[src/rtl/uart_tx.sv]
// rtl/uart_tx.sv - 8N1/8N2 UART transmitter: start bit, 8 data bits LSB first, stop bit(s).
module uart_tx #(
  parameter int CLK_PER_BIT = 868,
  parameter int STOP_BITS   = 1
) (
  input  logic       clk,
  input  logic       rstn,
  input  logic [7:0] sdata,
  input  logic       sdata_valid,
  output logic       tx_busy,
  output logic       txd
);

  localparam int CW = (STOP_BITS * CLK_PER_BIT > 1) ? $clog2(STOP_BITS * CLK_PER_BIT) : 1;
  localparam logic [CW-1:0] BIT_LAST  = CW'(CLK_PER_BIT - 1);
  localparam logic [CW-1:0] STOP_LAST = CW'(STOP_BITS * CLK_PER_BIT - 1);

  typedef enum logic [1:0] {IDLE, START, DATA, STOP} state_t;

  state_t        state, state_n;
  logic [CW-1:0] cnt, cnt_n;
  logic [2:0]    bit_idx, bit_idx_n;
  logic [7:0]    shift, shift_n;
  logic          txd_n;
  logic          wrap;

  always_ff @(posedge clk) begin
    if (!rstn) begin
      state   <= IDLE;
      cnt     <= '0;
      bit_idx <= '0;
      shift   <= '0;
      txd     <= 1'b1;
      tx_busy <= 1'b0;
    end else begin
      state   <= state_n;
      cnt     <= cnt_n;
      bit_idx <= bit_idx_n;
      shift   <= shift_n;
      txd     <= txd_n;
      tx_busy <= (state_n != IDLE);
    end
  end

  always_comb begin
    state_n   = state;
    cnt_n     = cnt;
    bit_idx_n = bit_idx;
    shift_n   = shift;
    wrap      = 1'b0;
    txd_n     = 1'b1;

    case (state)
      IDLE: begin
        if (sdata_valid) begin
          state_n   = START;
          shift_n   = sdata;
          cnt_n     = '0;
          bit_idx_n = '0;
        end
      end
      START: begin
        wrap = (cnt == BIT_LAST);
        if (wrap) begin
          state_n   = DATA;
          bit_idx_n = '0;
        end
      end
      DATA: begin
        wrap = (cnt == BIT_LAST);
        if (wrap) begin
          shift_n   = {1'b0, shift[7:1]};
          bit_idx_n = bit_idx + 3'd1;
          if (bit_idx == 3'd7) state_n = STOP;
        end
      end
      STOP: begin
        wrap = (cnt == STOP_LAST);
        if (wrap) state_n = IDLE;
      end
      default: state_n = IDLE;
    endcase

    if (state != IDLE) cnt_n = wrap ? '0 : cnt + CW'(1);

    // Line level is derived from the next state so txd comes straight off a flop.
    case (state_n)
      START:   txd_n = 1'b0;
      DATA:    txd_n = shift_n[0];
      default: txd_n = 1'b1;
    endcase
  end

endmodule
[config.mk]
export PLATFORM = sky130hd
export DESIGN_NAME = uart_tx
export DESIGN_NICKNAME = d
export VERILOG_FILES = /design/src/rtl/uart_tx.sv
export SDC_FILE = /design/constraint.sdc
export NUM_CORES = 1
export LEC_CHECK = 0
export CORE_ASPECT_RATIO = 0.9
export CORE_UTILIZATION = 46
export CTS_BUF_LIST = sky130_fd_sc_hd__clkbuf_4 sky130_fd_sc_hd__clkbuf_8
export CTS_CLUSTER_DIAMETER = 200
export CTS_CLUSTER_SIZE = 10
export DETAILED_ROUTE_END_ITERATION = 6
export PLACE_DENSITY = 0.69
export SETUP_SLACK_MARGIN = 0.02
export SLEW_MARGIN = 40
export SYNTH_ARGS = -nofsm -noshare
export SYNTH_HDL_FRONTEND = slang
export SYNTH_SLANG_ARGS = --single-unit
[constraint.sdc]
create_clock -name clk -period 1.8 [get_ports clk]
set_input_delay 0.45 -clock clk [delete_from_list [all_inputs] [get_ports clk]]
set_output_delay 0.45 -clock clk [all_outputs]
set_load 0.1 [all_outputs]
# --- After elaboration in Yosys (flattened, before gate mapping) ---
# Index checks and enable logic that the tools add are counted.
word_totals:
  ff_bits: 25
  output_inout_bits: 2
  elab_cells: 49
classes:
  addsub: 2
  n_eq_ne: 10
  n_mux: 19
  reduce_logical: 11
op_table:
  columns: ["operator", "n"]
  rows:
  - ["two-way mux 10 bit", 4]
  - ["two-way mux 8 bit", 2]
  - ["case mux 8 bit (2 select lines)", 1]
  - ["adder 10 x 1 -> 10 bit, second input constant", 1]
  - ["== test 10 bit, second input constant", 1]
  - ["two-way mux 2 bit", 5]
  - ["nonzero test 2 bit", 5]
  - ["two-way mux 3 bit", 3]
  - ["case mux 3 bit (3 select lines)", 1]
  - ["case mux 2 bit (4 select lines)", 1]
  - ["== test 2 bit, second input constant", 3]
  - ["!= test 2 bit, second input constant", 3]
  - ["== test 2 x 1 -> 1 bit, second input constant", 2]
  - ["AND reduction 4 bit", 1]
  - ["adder 3 x 1 -> 3 bit, second input constant", 1]
  - ["== test 3 bit, second input constant", 1]
  - ["AND reduction 3 bit", 1]
  - ["nonzero test 3 bit", 1]
  - ["OR reduction 3 bit", 1]
  - ["logical NOT 2 bit", 1]
  - ["case mux 1 bit (2 select lines)", 1]
  - ["AND reduction 2 bit", 1]
  - ["two-way mux 1 bit", 1]

# --- Depth between registers and ports, before layout ---
# Gate-level depths: netlist (run 1).
depth:
  depth_word: 6
  ltp_mapped: 7
  depth_no_buf: 6

# --- Worst setup path after synthesis (run 1) ---
# No wires, ideal clock.
synth_path:
  path_type: "reg-to-reg"
  startpoint: "register cnt[0]"
  endpoint: "register txd"
  arrival_ns: 1.833
  setup_slack_ns: -0.146
  stages_incl_launch_ff: 7
  synth_period_minus_slack_ns: 1.946
  cell_sequence: "dfxtp_1 -> ha_1 -> or4b_4 -> nor4_4 -> nand3b_1 -> a32o_1 -> nand2_1"
synth_via:
  elab_chain_cells: 5
  elab_cells_between_ends: 10
  classes_between: "eq/ne: 3; mux: 7"
synth_lines:
  columns: ["element", "line", "text"]
  rows:
  - ["start: declaration", "21", "logic [CW-1:0] cnt, cnt_n;"]
  - ["start signal: assignment", "37", "cnt <= cnt_n;"]
  - ["== test 10 bit *", "63, 70, 78", null]
  - ["two-way mux 2 bit (on tied branches)", "79, 64, 71", null]
  - ["case mux 2 bit (4 select lines)", "53", "case (state)"]
  - ["== test 2 bit or == test 2 x 1 -> 1 bit (tied branches)", "87", "case (state_n)"]
  - ["case mux 1 bit (2 select lines) *", "87", null]
  - ["end signal: assignment", "40", "txd <= txd_n;"]
  - ["end: declaration", "11", "output logic txd"]
# Every way passes the cells marked *; elsewhere a longest branch is shown, timed or not. The select of a mux whose other input is x is not followed.
# A chain may end at the register's enable or synchronous reset.

# --- Worst setup path in the final report (run 1) ---
layout_path:
  startpoint: "register cnt[1]"
  endpoint: "register txd"
# The elaborated chain is that of the path after synthesis.

==> results.md, run 1 <==
- The run finished, with violations left.
- The checks that failed: negative setup slack.
- The overall via count from detail_route is 1109.
- Entering global routing, the biggest net connects 26 pins.
- Along the worst path, the maximum fanout reaches 3.
- The netlist uses 42 different library cells.
- The layout cell share with drive strength beyond 1 is 22.8%.
- In this run the critical register-to-register path is captured at txd.
- The worst hold path terminates at shift[3].
- Leaving out fill and tap cells, the most frequent cells in the layout are sky130_fd_sc_hd__dfxtp_1, sky130_fd_sc_hd__nand2_1, sky130_fd_sc_hd__buf_4, sky130_fd_sc_hd__clkdlybuf4s50_1, sky130_fd_sc_hd__and2_1.
- Based on the critical path, the design can be clocked at up to 0.539 GHz.
- The synthesis-stage register bit count is 25.
- The setup clock skew after layout is 0.00302 ns.
- The synthesized area per cell is 9.25 µm².
- The final number of setup-violating endpoints is 8.
- Dividing the detail-routed wire length by the instance count gives 13.2 µm.
- The global routing usage summed across all routing layers is 19.6%.
- The aggregate global routing overflow is 0.
- The startpoint identified for the worst hold timing path is shift[3].
- The overall power after layout is 0.999 mW.
- The synthesis-to-finish area growth is 24.6%.
- The number of hold buffers added after cts is 0.
- The die is 58.5 µm wide.
- For this design the top-level I/O count stands at 13.
- The cell area after synthesis is 1320 µm².
- The clock period minus worst slack is 1.86 ns.
- Setup repair after global routing could not meet its margin everywhere.
- For this run, the post-layout net count is 182.
- The post-detailed-placement half-perimeter wirelength is 1970 µm.
- The sequential share of the synthesized area is 37.8%.
- The total of max-cap violations is 0.
- The post-detailed-routing wire length is 2740 µm.
- In the post-route analysis, the smallest setup slack over all paths is -0.0559 ns.
- The total power divided by cell area is 606 nW/µm².
- The antenna cell count is 0.
- The signal on the critical path passes through ha_4, or4b_4, nor3_4, buf_6, a32oi_2, a32o_1, nand2_1.
- For the pin with the worst max-slew slack, the measured transition is 0.328 ns.
- In this run, placement finished with an instance count of 202.
- The type of the worst min-delay path is flip-flop to flip-flop.
- The main flop type after synthesis is sky130_fd_sc_hd__dfxtp_1.
- For the worst setup path, the data required time is 2.09 ns.
- For the worst flop-to-flop path, the logic depth is 7.
- The clock tree from TritonCTS is built.
- The CTS root buffer is sky130_fd_sc_hd__clkbuf_4.
- The number of buffers created by CTS is 3.
- The die boundary height is 52.9 µm.
- Dividing the detail-routed via count by the number of cells gives 5.36.
- The sink count of the clock tree is 25.
- The final hold violation count is 0.
- The share of Yosys cell area claimed by the top area cell type is 37.8%.
- The post-route non-filler standard cell count is 207.
- The leading cell type in the layout, fill and taps excluded is sky130_fd_sc_hd__dfxtp_1.
- The count of port buffers added during placement is 12.
- The first global-routing pass estimated 4510 µm of wire.
- The number of search-and-repair iterations in the first detailed-routing pass is 4.
- The minimum setup slack after placement is -0.0415 ns.
- The number of global-route vias before repair was 1003.
- The share of async-settable or async-resettable flops after synthesis is 0%.
- Routability-driven placement finished with a final weighted congestion of 0.833.
- Of the available clock period, the critical path in the final layout requires 103%.
- The maximum number of buffers from clock root to sink is 2.
- The cell depth of the worst hold path is 2.
- The detailed router's first-iteration violation count is 25.
- The synthesized design contains 0 enable-type register cells.
- In this design, the stage delay of the slowest critical-path cell is 0.49 ns.
- Summed over all instances, the cell type with the most area after synthesis is sky130_fd_sc_hd__dfxtp_1.
- Cells fill 60.0% of the core in the end.
- The region available for standard cell placement spans 2750 µm².
- The final antenna-violating net count is 0.
- The worst setup path is launched from a flip-flop.
- The worst register-to-register path begins at cnt[1].
- Counting every instance in the synthesized netlist gives 143.
- After clock tree synthesis, the clock-pin slew on the worst setup and hold paths is 0.14 ns.
- Yosys attributes the largest share of cell area to sky130_fd_sc_hd__dfxtp_1, sky130_fd_sc_hd__nand2_1, sky130_fd_sc_hd__a21boi_0, sky130_fd_sc_hd__and2_1, sky130_fd_sc_hd__a22oi_1.
- In this run the static leakage power is 0.694 nW.
- The total number of H-tree levels is 1.
- The standard-cell row count is 18.
- At the worst endpoint, the arrival time is 2.14 ns.
- Counting the fill cells in the layout gives 245.
- The Yosys step of the flow raised 0 warnings.
- The type of destination of the critical path is a flip-flop.
- The initial utilization of the core area, before any placement, comes to 48.1%.
- The die outline area is 3090 µm².
- The peak supply drop is 0.335 mV.
- The cell with the largest stage delay on the worst path is sky130_fd_sc_hd__or4b_4.
- The initial antenna violation count is 0.
- In this run the register-to-register setup slack is -0.06 ns.
- The clock reaches the later pin of the worst-skew pair after 0.33 ns.
- The setup TNS is -0.269 ns.
- The worst pin sits at a relative slew slack of 78.0%.
- The critical path class is flip-flop to flip-flop.
- The final count of pins violating max slew is 0.
- The remaining design rule violation count is 0.
- The net count of the mapped netlist is 157.
-- logic make-up after synthesis --
family          count (synthesis)  synth area share (%)
simple gates                   65                  29.7
compound gates                 38                  21.5
flops                          25                  37.8
buf+inv                         7                  4.54
mux                             3                  2.27
fa+ha+maj                       3                  2.84
xor+xnor                        2                  1.32
-- layout make-up --
cell class,instances,area (µm²),share of cell area [%]
Clock buffer,3,22.5,1.37
Multi-Input combinational cell,111,807,49.0
Timing Repair Buffer,27,260,15.8
Sequential cell,25,503,30.5
Tap cell,40,50.0,3.04
Clock inverter,1,5.00,0.304
-- routing by layer --
metal,global-route usage (%),vias to the layer above,wire length (µm)
met5,0,-,0
li1,-,577,-
met3,2.20,5,45
met2,31.4,11,1280
met1,26.8,516,1360
met4,8.33,0,49
-- worst max path at each step --
stage,depth (start not counted),slack (ns),to,start
after floorplan,7,0.03,cnt[5],cnt[1]
after global placement,6,-0.005,cnt[5],cnt[1]
after detailed placement,6,-0.04,cnt[5],cnt[1]
after CTS,7,0.005,bit_idx[2],cnt[1]
after global routing,6,-0.11,cnt[3],cnt[1]
final,7,-0.06,txd,cnt[1]
-- power by group --
group / internal [mW] / total [mW] / switching [mW]
combinational: 0.0739 / 0.155 / 0.0813
clock: 0.0835 / 0.262 / 0.178
sequential: 0.571 / 0.583 / 0.0113
total: 0.729 / 0.999 / 0.271
-- sequential cells by signal, indices dropped and copies added, names as in the netlist --
name / cells
txd: 1
cnt: 10
shift: 8
state: 2
tx_busy: 1
bit_idx: 3
-- cell usage after synthesis (2+ instances only) --
master / instances
sky130_fd_sc_hd__a22oi_1: 7
sky130_fd_sc_hd__a21oi_1: 3
sky130_fd_sc_hd__o221a_1: 2
sky130_fd_sc_hd__a31oi_1: 2
sky130_fd_sc_hd__a21boi_0: 8
sky130_fd_sc_hd__and3b_1: 2
sky130_fd_sc_hd__o211ai_1: 5
sky130_fd_sc_hd__ha_1: 3
sky130_fd_sc_hd__nor2b_1: 5
sky130_fd_sc_hd__and2_1: 9
sky130_fd_sc_hd__o21ai_0: 4
sky130_fd_sc_hd__nand3_1: 2
sky130_fd_sc_hd__dfxtp_1: 25
sky130_fd_sc_hd__nand3b_1: 3
sky130_fd_sc_hd__buf_6: 3
sky130_fd_sc_hd__clkbuf_1: 2
sky130_fd_sc_hd__nand2_1: 17
sky130_fd_sc_hd__mux2i_1: 3
sky130_fd_sc_hd__o211a_1: 3
sky130_fd_sc_hd__nor3_1: 3
sky130_fd_sc_hd__and3_1: 3
sky130_fd_sc_hd__nor2_1: 9
-- worst max-delay path, delay by kind of cell (launching register included) --
family	cells	cell delay, ns
AND/OR/NAND/NOR	3	0.80
flip-flops	1	0.39
AO/OA/AOI/OAI	2	0.33
buffers and inverters	1	0.15
adder cells (fa/ha/maj)	1	0.14
-- stage by stage --
step / hold WS, ns / area (µm²)
after floorplan: 0.443 / 1340
after global placement: 0.450 / 1570
after detailed placement: 0.466 / 1570
after CTS: 0.486 / 1610
after global routing: 0.502 / 1650
final: 0.468 / 1650
-- timing repair --
| item | CTS | global route |
|---|---|---|
| gates resized for setup | 2 | 11 |
| buffers inserted | 0 | 1 |
| endpoints found under the setup margin | 7 | 21 |
| pin swaps | 0 | 5 |
No activity file was read; power rests on OpenSTA's default activity.
==> run 2: changes to the inputs <==
- SKIP_CTS_REPAIR_TIMING: default -> 1
- SKIP_LAST_GASP: default -> 1
==> run 2 against run 1 <==
The run still ends with negative setup slack left. Clock power about the same. Setup slack better by 0.042 ns. Via count down 1.4%. Cell area down 1.1%. Register-to-register slack better by 0.04 ns. Sequential power about the same. First-iteration DRC count down 16%. Sequential share of layout area up 0.33 points. Combinational power down 3%. Global-route usage down 0.21 points. Hold slack about the same. Critical path type unchanged. Largest cell class unchanged.
==> results.md, run 2 (synthesized netlist as in run 1, its figures left out) <==
- The flow ran to the end, but the final reports show violations.
- The final reports fail on negative setup slack.
- The timing-limited maximum frequency came to 0.551 GHz (+2.3%).
- The final worst-path cycle share came to 101% (-2.3 points).
- The final worst setup slack was -0.0142 ns (+0.0418 ns).
- The total number of H-tree levels is 1 (unchanged).
- The number of buffers and inverters on the critical path was 1 (unchanged).
- The clock tree from TritonCTS is built.
- The clock period minus worst slack is 1.81 ns (-0.0418 ns).
- The total power divided by cell area is 609 nW/µm² (+0.43%).
- The pin count of the biggest net entering global routing is 26 (unchanged).
- The top-level port count came to 13 (unchanged).
- The static leakage is 0.688 nW (-0.82%).
- Setup repair after global routing could not meet its margin everywhere.
- The horizontal die dimension is 58.5 µm (unchanged).
- The headroom to the max-slew limit is 78.7% (+0.72 points).
- The wire length of the first global-routing pass came to 4460 µm (-0.91%).
- The synthesis-to-finish area growth is 23.3%.
- The post-detailed-placement half-perimeter wirelength is 1970 µm (unchanged).
- The worst register-to-register path ends at txd.
- The critical path in this run is classified as flip-flop to flip-flop.
- The core footprint is 2750 µm² (unchanged).
- The die outline area is 3090 µm² (unchanged).
- The measured slew at the worst slew-check pin is 0.318 ns (-0.0108 ns).
- The aggregate global routing overflow came to 0 (unchanged).
- The worst hold slack across all endpoints is 0.468 ns (+0.0000550 ns).
- The detailed router's first-iteration violation count is 21 (-16%).
- The root buffer cell chosen for the clock tree is sky130_fd_sc_hd__clkbuf_4.
- The most critical setup path has its startpoint at cnt[1].
- The termination of the worst setup path is txd.
- The peak supply drop is 0.335 mV (about the same).
- The per-cell routed wire length is 13.1 µm (-1.3%).
- The clock-pin transition on the worst setup and hold timing paths is 0.14 ns (about the same).
- The final antenna-violating net count is 0 (unchanged).
- For this design, the slowest cell found on the critical path is sky130_fd_sc_hd__or4b_4.
- The cell type group with the largest total delay on the critical path is simple AND/OR/NAND/NOR gates.
- The clock share of power is 26.2% (about the same).
- The number of search-and-repair iterations in the first detailed-routing pass is 4 (unchanged).
- The total of max-cap violations was 0 (unchanged).
- The final hold violation count is 0 (unchanged).
- The depth of the worst register-to-register path was 7 (unchanged).
- The switching share of power was 26.8% (-0.30 points).
- The number of buffers created by CTS came to 3 (unchanged).
- The final number of setup-violating endpoints is 2 (-6).
- The remaining design rule violation count is 0 (unchanged).
- The worst stage delay on the critical path is 0.49 ns (about the same).
- The clock network latency to the later pin of the worst-skew pair is 0.33 ns (about the same).
- The global routing usage summed across all routing layers is 19.4% (-0.21 points).
- The sink count of the clock tree is 25 (unchanged).
- The maximum fanout along the worst path is 3 (unchanged).
- The total placed instance area was 1570 µm² (unchanged).
- The worst hold path belongs to the class flip-flop to flip-flop.
- The worst setup path is captured at a flip-flop.
- The depth of the critical timing path with buffers and inverters included is 7 (unchanged).
- The setup clock skew after layout is 0.00524 ns (+0.00222 ns).
- The largest registers in the layout are cnt: 10 flops, shift: 8 flops, bit_idx: 3 flops.
- Walking the worst path, the cells encountered are ha_4, or4b_4, nor3_4, buf_6, a32oi_1, a32o_1, nand2_1.
- The library cell used most frequently in the layout, excluding fill and tap cells, is sky130_fd_sc_hd__dfxtp_1.
- The number of global-route vias before repair was 998 (-0.50%).
- The layout cell share with drive strength beyond 1 is 21.6% (-1.2 points).
- The initial antenna violation count is 0 (unchanged).
- The initial standard-cell utilization of the core came to 48.1% (unchanged).
- The post-detailed-routing wire length is 2700 µm (-1.3%).
- The antenna cell count is 0 (unchanged).
- More flip-flops sit in one register than any other, and that register is cnt.
- The cell-internal power is 0.727 mW (-0.23%).
- The critical path arrival is 2.10 ns (-0.04 ns).
- The required time at the worst-slack endpoint is 2.08 ns (about the same).
- The internal reg-to-reg setup slack is -0.01 ns (+0.04 ns).
- The switching power is 0.266 mW (-1.7%).
- The count of port buffers added during placement was 12 (unchanged).
- The number of flip-flops under the largest register name was 10 (unchanged).
- The via density per instance came to 5.29 (-1.4%).
- The worst setup path is launched from a flip-flop.
- The portion of total power attributed to sequential cells is 58.6% (+0.3 points).
- The die boundary height is 52.9 µm (unchanged).
- The standard-cell row count was 18 (unchanged).
- The final count of pins violating max slew is 0 (unchanged).
- In the layout the commonest cells are sky130_fd_sc_hd__dfxtp_1, sky130_fd_sc_hd__nand2_1, sky130_fd_sc_hd__buf_4, sky130_fd_sc_hd__clkdlybuf4s50_1, sky130_fd_sc_hd__and2_1.
- The placer's final routability congestion estimate was 0.833 (unchanged).
- The cell area after layout is 1630 µm² (-1.1%).
- The number of nets in the layout was 182 (unchanged).
- The launch point of the worst reg-to-reg path is cnt[1].
- The overall via count from detail_route is 1094 (-1.4%).
- The proportion of power drawn by combinational gates is 15.2% (-0.3 points).
- The maximum number of buffers from clock root to sink came to 2 (unchanged).
-- run 2: cell type report --
cell class                      instances  area (µm²)
Clock buffer                            3        22.5
Tap cell                               40        50.0
Fill cell                             252        1120
Multi-Input combinational cell        111         790
Timing Repair Buffer                   27         260
Clock inverter                          1        5.00
Sequential cell                        25         503
-- run 2: tightest hold or removal path: cells and delay by family, from the launching register on --
kind,cells,cell delay [ns]
flip-flops,1,0.34
AND/OR/NAND/NOR,1,0.05
AO/OA/AOI/OAI,1,0.05
-- run 2: power groups by stage --
stage / combinational (mW) / clock (mW) / sequential [mW]
2_1_floorplan: 0.0735 / 0 / 0.614
3_3_place_gp: 0.147 / 0 / 0.593
3_5_place_dp: 0.148 / 0 / 0.595
4_1_cts: 0.149 / 0.268 / 0.582
5_1_grt: 0.165 / 0.285 / 0.584
6_report: 0.151 / 0.260 / 0.582
-- run 2: metal layers --
metal / up-vias / global-route usage [%] / wire, µm
li1: 574 / - / -
met1: 504 / 26.8 / 1340
met2: 12 / 30.7 / 1260
met3: 4 / 2.20 / 58
met4: 0 / 8.33 / 44
met5: - / 0 / 0
-- run 2: metrics by stage --
step	total power, mW	util (%)	setup WS (ns)	cells	setup TNS, ns
2_1_floorplan	0.687	-	0.0281	143	0
3_3_place_gp	0.740	57.2	-0.00465	202	-0.00646
3_5_place_dp	0.743	57.2	-0.0415	202	-0.151
4_1_cts	0.999	58.2	-0.0665	206	-0.291
5_1_grt	1.03	59.3	-0.0723	207	-0.665
6_report	0.993	59.3	-0.0142	207	-0.0207
-- run 2: worst min path at each step --
stage                     startpoint  endpoint  slack [ns]  cells after the start
after floorplan             shift[2]  shift[2]        0.44                      2
after global placement      shift[4]  shift[4]        0.45                      2
after detailed placement    shift[3]  shift[3]        0.47                      2
after CTS                   shift[3]  shift[3]        0.49                      2
after global routing        shift[3]  shift[3]        0.50                      2
final                       shift[3]  shift[3]        0.47                      2
==> run 3: changes to the inputs <==
- CTS_CLUSTER_DIAMETER: 200 -> default
- SKIP_LAST_GASP: 1 -> default
==> run 3 against run 2 <==
The flow still finishes with violations (negative setup slack). Die area stayed put. Routed wire length increased by 2.4%. Non-clock buffer count stayed put. Fmax about the same. Count of clock-buffer cells in the layout stayed put. Largest cell class unchanged. Power grew 0.51%. Sequential power about the same.
==> results.md, run 3 (synthesized netlist as in run 1, its figures left out) <==
- The pin count of the biggest net entering global routing is 26 (unchanged).
- The largest registers in the layout are cnt: 10 flops, shift: 8 flops, bit_idx: 3 flops.
- The number of flip-flops under the largest register name was 10 (unchanged).
- The overall via count from detail_route is 1099 (+0.46%).
- The minimum setup slack after placement was -0.0415 ns (unchanged).
- The final count of pins violating max slew came to 0 (unchanged).
- The peak supply drop was 0.337 mV (+0.57%).
- Leaving out fill and tap cells, the most frequent cells in the layout are sky130_fd_sc_hd__dfxtp_1, sky130_fd_sc_hd__nand2_1, sky130_fd_sc_hd__buf_4, sky130_fd_sc_hd__clkdlybuf4s50_1, sky130_fd_sc_hd__and2_1.
- The largest register by flop count is cnt.
- The total power divided by cell area came to 603 nW/µm² (-0.93%).
- The worst stage delay on the critical path is 0.49 ns (about the same).
- The antenna cell count is 0 (unchanged).
- The final number of setup-violating endpoints came to 3 (+1).
- The die outline area is 3090 µm² (unchanged).
- The setup clock skew after layout is 0.00715 ns (+0.00191 ns).
- The aggregate global routing overflow is 0 (unchanged).
- The remaining design rule violation count is 0 (unchanged).
- The sink count of the clock tree is 25 (unchanged).
- The setup path with the least slack is of type flip-flop to flip-flop.
- The number of search-and-repair iterations in the first detailed-routing pass is 4 (unchanged).
- The maximum number of buffers from clock root to sink came to 2 (unchanged).
- In this run the worst hold path is classified as flip-flop to flip-flop.
- The measured slew at the worst slew-check pin was 0.321 ns (+0.00345 ns).
- The switching power came to 0.270 mW (+1.4%).
- The number of buffers created by CTS is 3 (unchanged).
- The core footprint came to 2750 µm² (unchanged).
- The total of max-cap violations is 0 (unchanged).
- The clock share of power is 26.1% (about the same).
- The clock period minus worst slack is 1.81 ns (-0.000969 ns).
- Walking the worst path, the cells encountered are ha_4, or4b_4, nor3_4, buf_6, a32oi_2, a32o_1, nand2_1.
- TritonCTS built the clock tree.
- The via density per instance is 5.31 (+0.46%).
- The number of fill cells is 247 (-2.0%).
- The clock-pin transition on the worst setup and hold timing paths is 0.14 ns (about the same).
- The headroom to the max-slew limit is 78.5% (-0.23 points).
- The checks that failed: negative setup slack.
- The detailed router's first-iteration violation count is 29 (+38%).
- The number of buffers and inverters on the critical path is 1 (unchanged).
- The final antenna-violating net count is 0 (unchanged).
- Setup repair after global routing could not meet its margin everywhere.
- The die boundary height is 52.9 µm (unchanged).
- The total number of H-tree levels is 1 (unchanged).
- The switching share of power is 27.0% (+0.23 points).
- The wire length of the first global-routing pass is 4460 µm (unchanged).
- The cell sitting at the root of the clock tree is a sky130_fd_sc_hd__clkbuf_4.
- The top-level port count is 13 (unchanged).
- The count of port buffers added during placement is 12 (unchanged).
- The standard-cell row count was 18 (unchanged).
- The post-detailed-placement half-perimeter wirelength is 1970 µm (unchanged).
- The required time at the worst-slack endpoint is 2.08 ns (about the same).
- The placer's final routability congestion estimate is 0.833 (unchanged).
- The overall power after layout came to 0.998 mW (+0.51%).
- The worst setup path is captured at a flip-flop.
- The initial antenna violation count was 0 (unchanged).
- The initial standard-cell utilization of the core came to 48.1% (unchanged).
- The critical path arrival came to 2.10 ns (about the same).
- The clock network latency to the later pin of the worst-skew pair is 0.33 ns (about the same).
- The layout cell share with drive strength beyond 1 came to 22.2% (+0.60 points).
- The timing-limited maximum frequency was 0.552 GHz (about the same).
- The final hold violation count is 0 (unchanged).
- The slowest stage of the critical path is the sky130_fd_sc_hd__or4b_4 cell.
- The maximum fanout along the worst path is 3 (unchanged).
- The final worst-path cycle share was 101% (about the same).
- The leading cell type in the layout, fill and taps excluded is sky130_fd_sc_hd__dfxtp_1.
- The horizontal die dimension came to 58.5 µm (unchanged).
- Compared with the post-synthesis result, the final layout area differs by 25.1%.
- The run finished, with violations left.
- The global routing usage summed across all routing layers is 19.4% (unchanged).
- The post-detailed-routing wire length came to 2770 µm (+2.4%).
- The proportion of power drawn by combinational gates is 15.5% (+0.3 points).
- The final worst setup slack was -0.0132 ns (+0.000969 ns).
- The cell-internal power is 0.728 mW (+0.20%).
- STA classifies the critical path startpoint as a flip-flop.
- The per-cell routed wire length is 13.4 µm (+2.4%).
- In this design, the largest share of critical-path delay is due to simple AND/OR/NAND/NOR gates.
- The number of global-route vias before repair is 998 (unchanged).
- The portion of total power attributed to sequential cells was 58.4% (-0.2 points).
- The number of nets in the layout was 182 (unchanged).
- The static leakage is 0.696 nW (+1.2%).
==> run 3: cell types whose count changed in the layout (fill, tap and decap cells not counted) <==
cell                       before  now
sky130_fd_sc_hd__a21boi_0       6    5
sky130_fd_sc_hd__a21boi_1       2    3
sky130_fd_sc_hd__a21oi_2        1    0
sky130_fd_sc_hd__a21oi_4        0    1
sky130_fd_sc_hd__a32oi_1        1    0
sky130_fd_sc_hd__a32oi_2        0    1
sky130_fd_sc_hd__nor4b_2        1    0
sky130_fd_sc_hd__nor4b_4        0    1
==> run 3: final cells by class <==
type	instances	area [µm²]	area share, %
flip-flops and latches	25	503	30.4
clock buffers	3	22.5	1.36
well taps	40	50.0	3.03
multi-input cells	111	813	49.2
repair buffers	27	260	15.7
clock inverters	1	5.00	0.303
==> run 3: power by group through the flow <==
stage	registers, mW	clock network [mW]	logic [mW]
after detailed placement	0.595	0	0.148
after floorplan	0.614	0	0.0735
after CTS	0.582	0.268	0.149
after global routing	0.584	0.285	0.169
final	0.582	0.261	0.155
after global placement	0.593	0	0.147
==> run 3: through the flow <==
stage | std cells | TNS [ns] | hold slack (ns) | utilization, % | instance area [µm²]
CTS | 206 | -0.291 | 0.486 | 58.2 | 1600
global route | 207 | -0.561 | 0.502 | 60.2 | 1650
global placement | 202 | -0.00646 | 0.450 | 57.2 | 1570
floorplan | 143 | 0 | 0.443 | - | 1340
detailed placement | 202 | -0.151 | 0.466 | 57.2 | 1570
finish | 207 | -0.0289 | 0.468 | 60.2 | 1650
==> run 3: final timing paths <==
path | start | endpoint | slack (ns) | cells after the start
max reg2reg | cnt[1] | txd | -0.01 | 7
max | cnt[1] | txd | -0.01 | 7
min | shift[3] | shift[3] | 0.47 | 2
min reg2reg | shift[3] | shift[3] | 0.47 | 2
==> run 3: layer usage <==
layer | GRT usage, % | wire length [µm]
met5 | 0 | 0
met2 | 30.7 | 1300
met3 | 2.20 | 49
met4 | 8.33 | 49
met1 | 26.8 | 1370
==> run 3: tightest hold or removal path: stages, from the launching register on <==
cell                       delay, ns
sky130_fd_sc_hd__dfxtp_1        0.34
sky130_fd_sc_hd__nand2_1        0.05
sky130_fd_sc_hd__a21boi_1       0.05
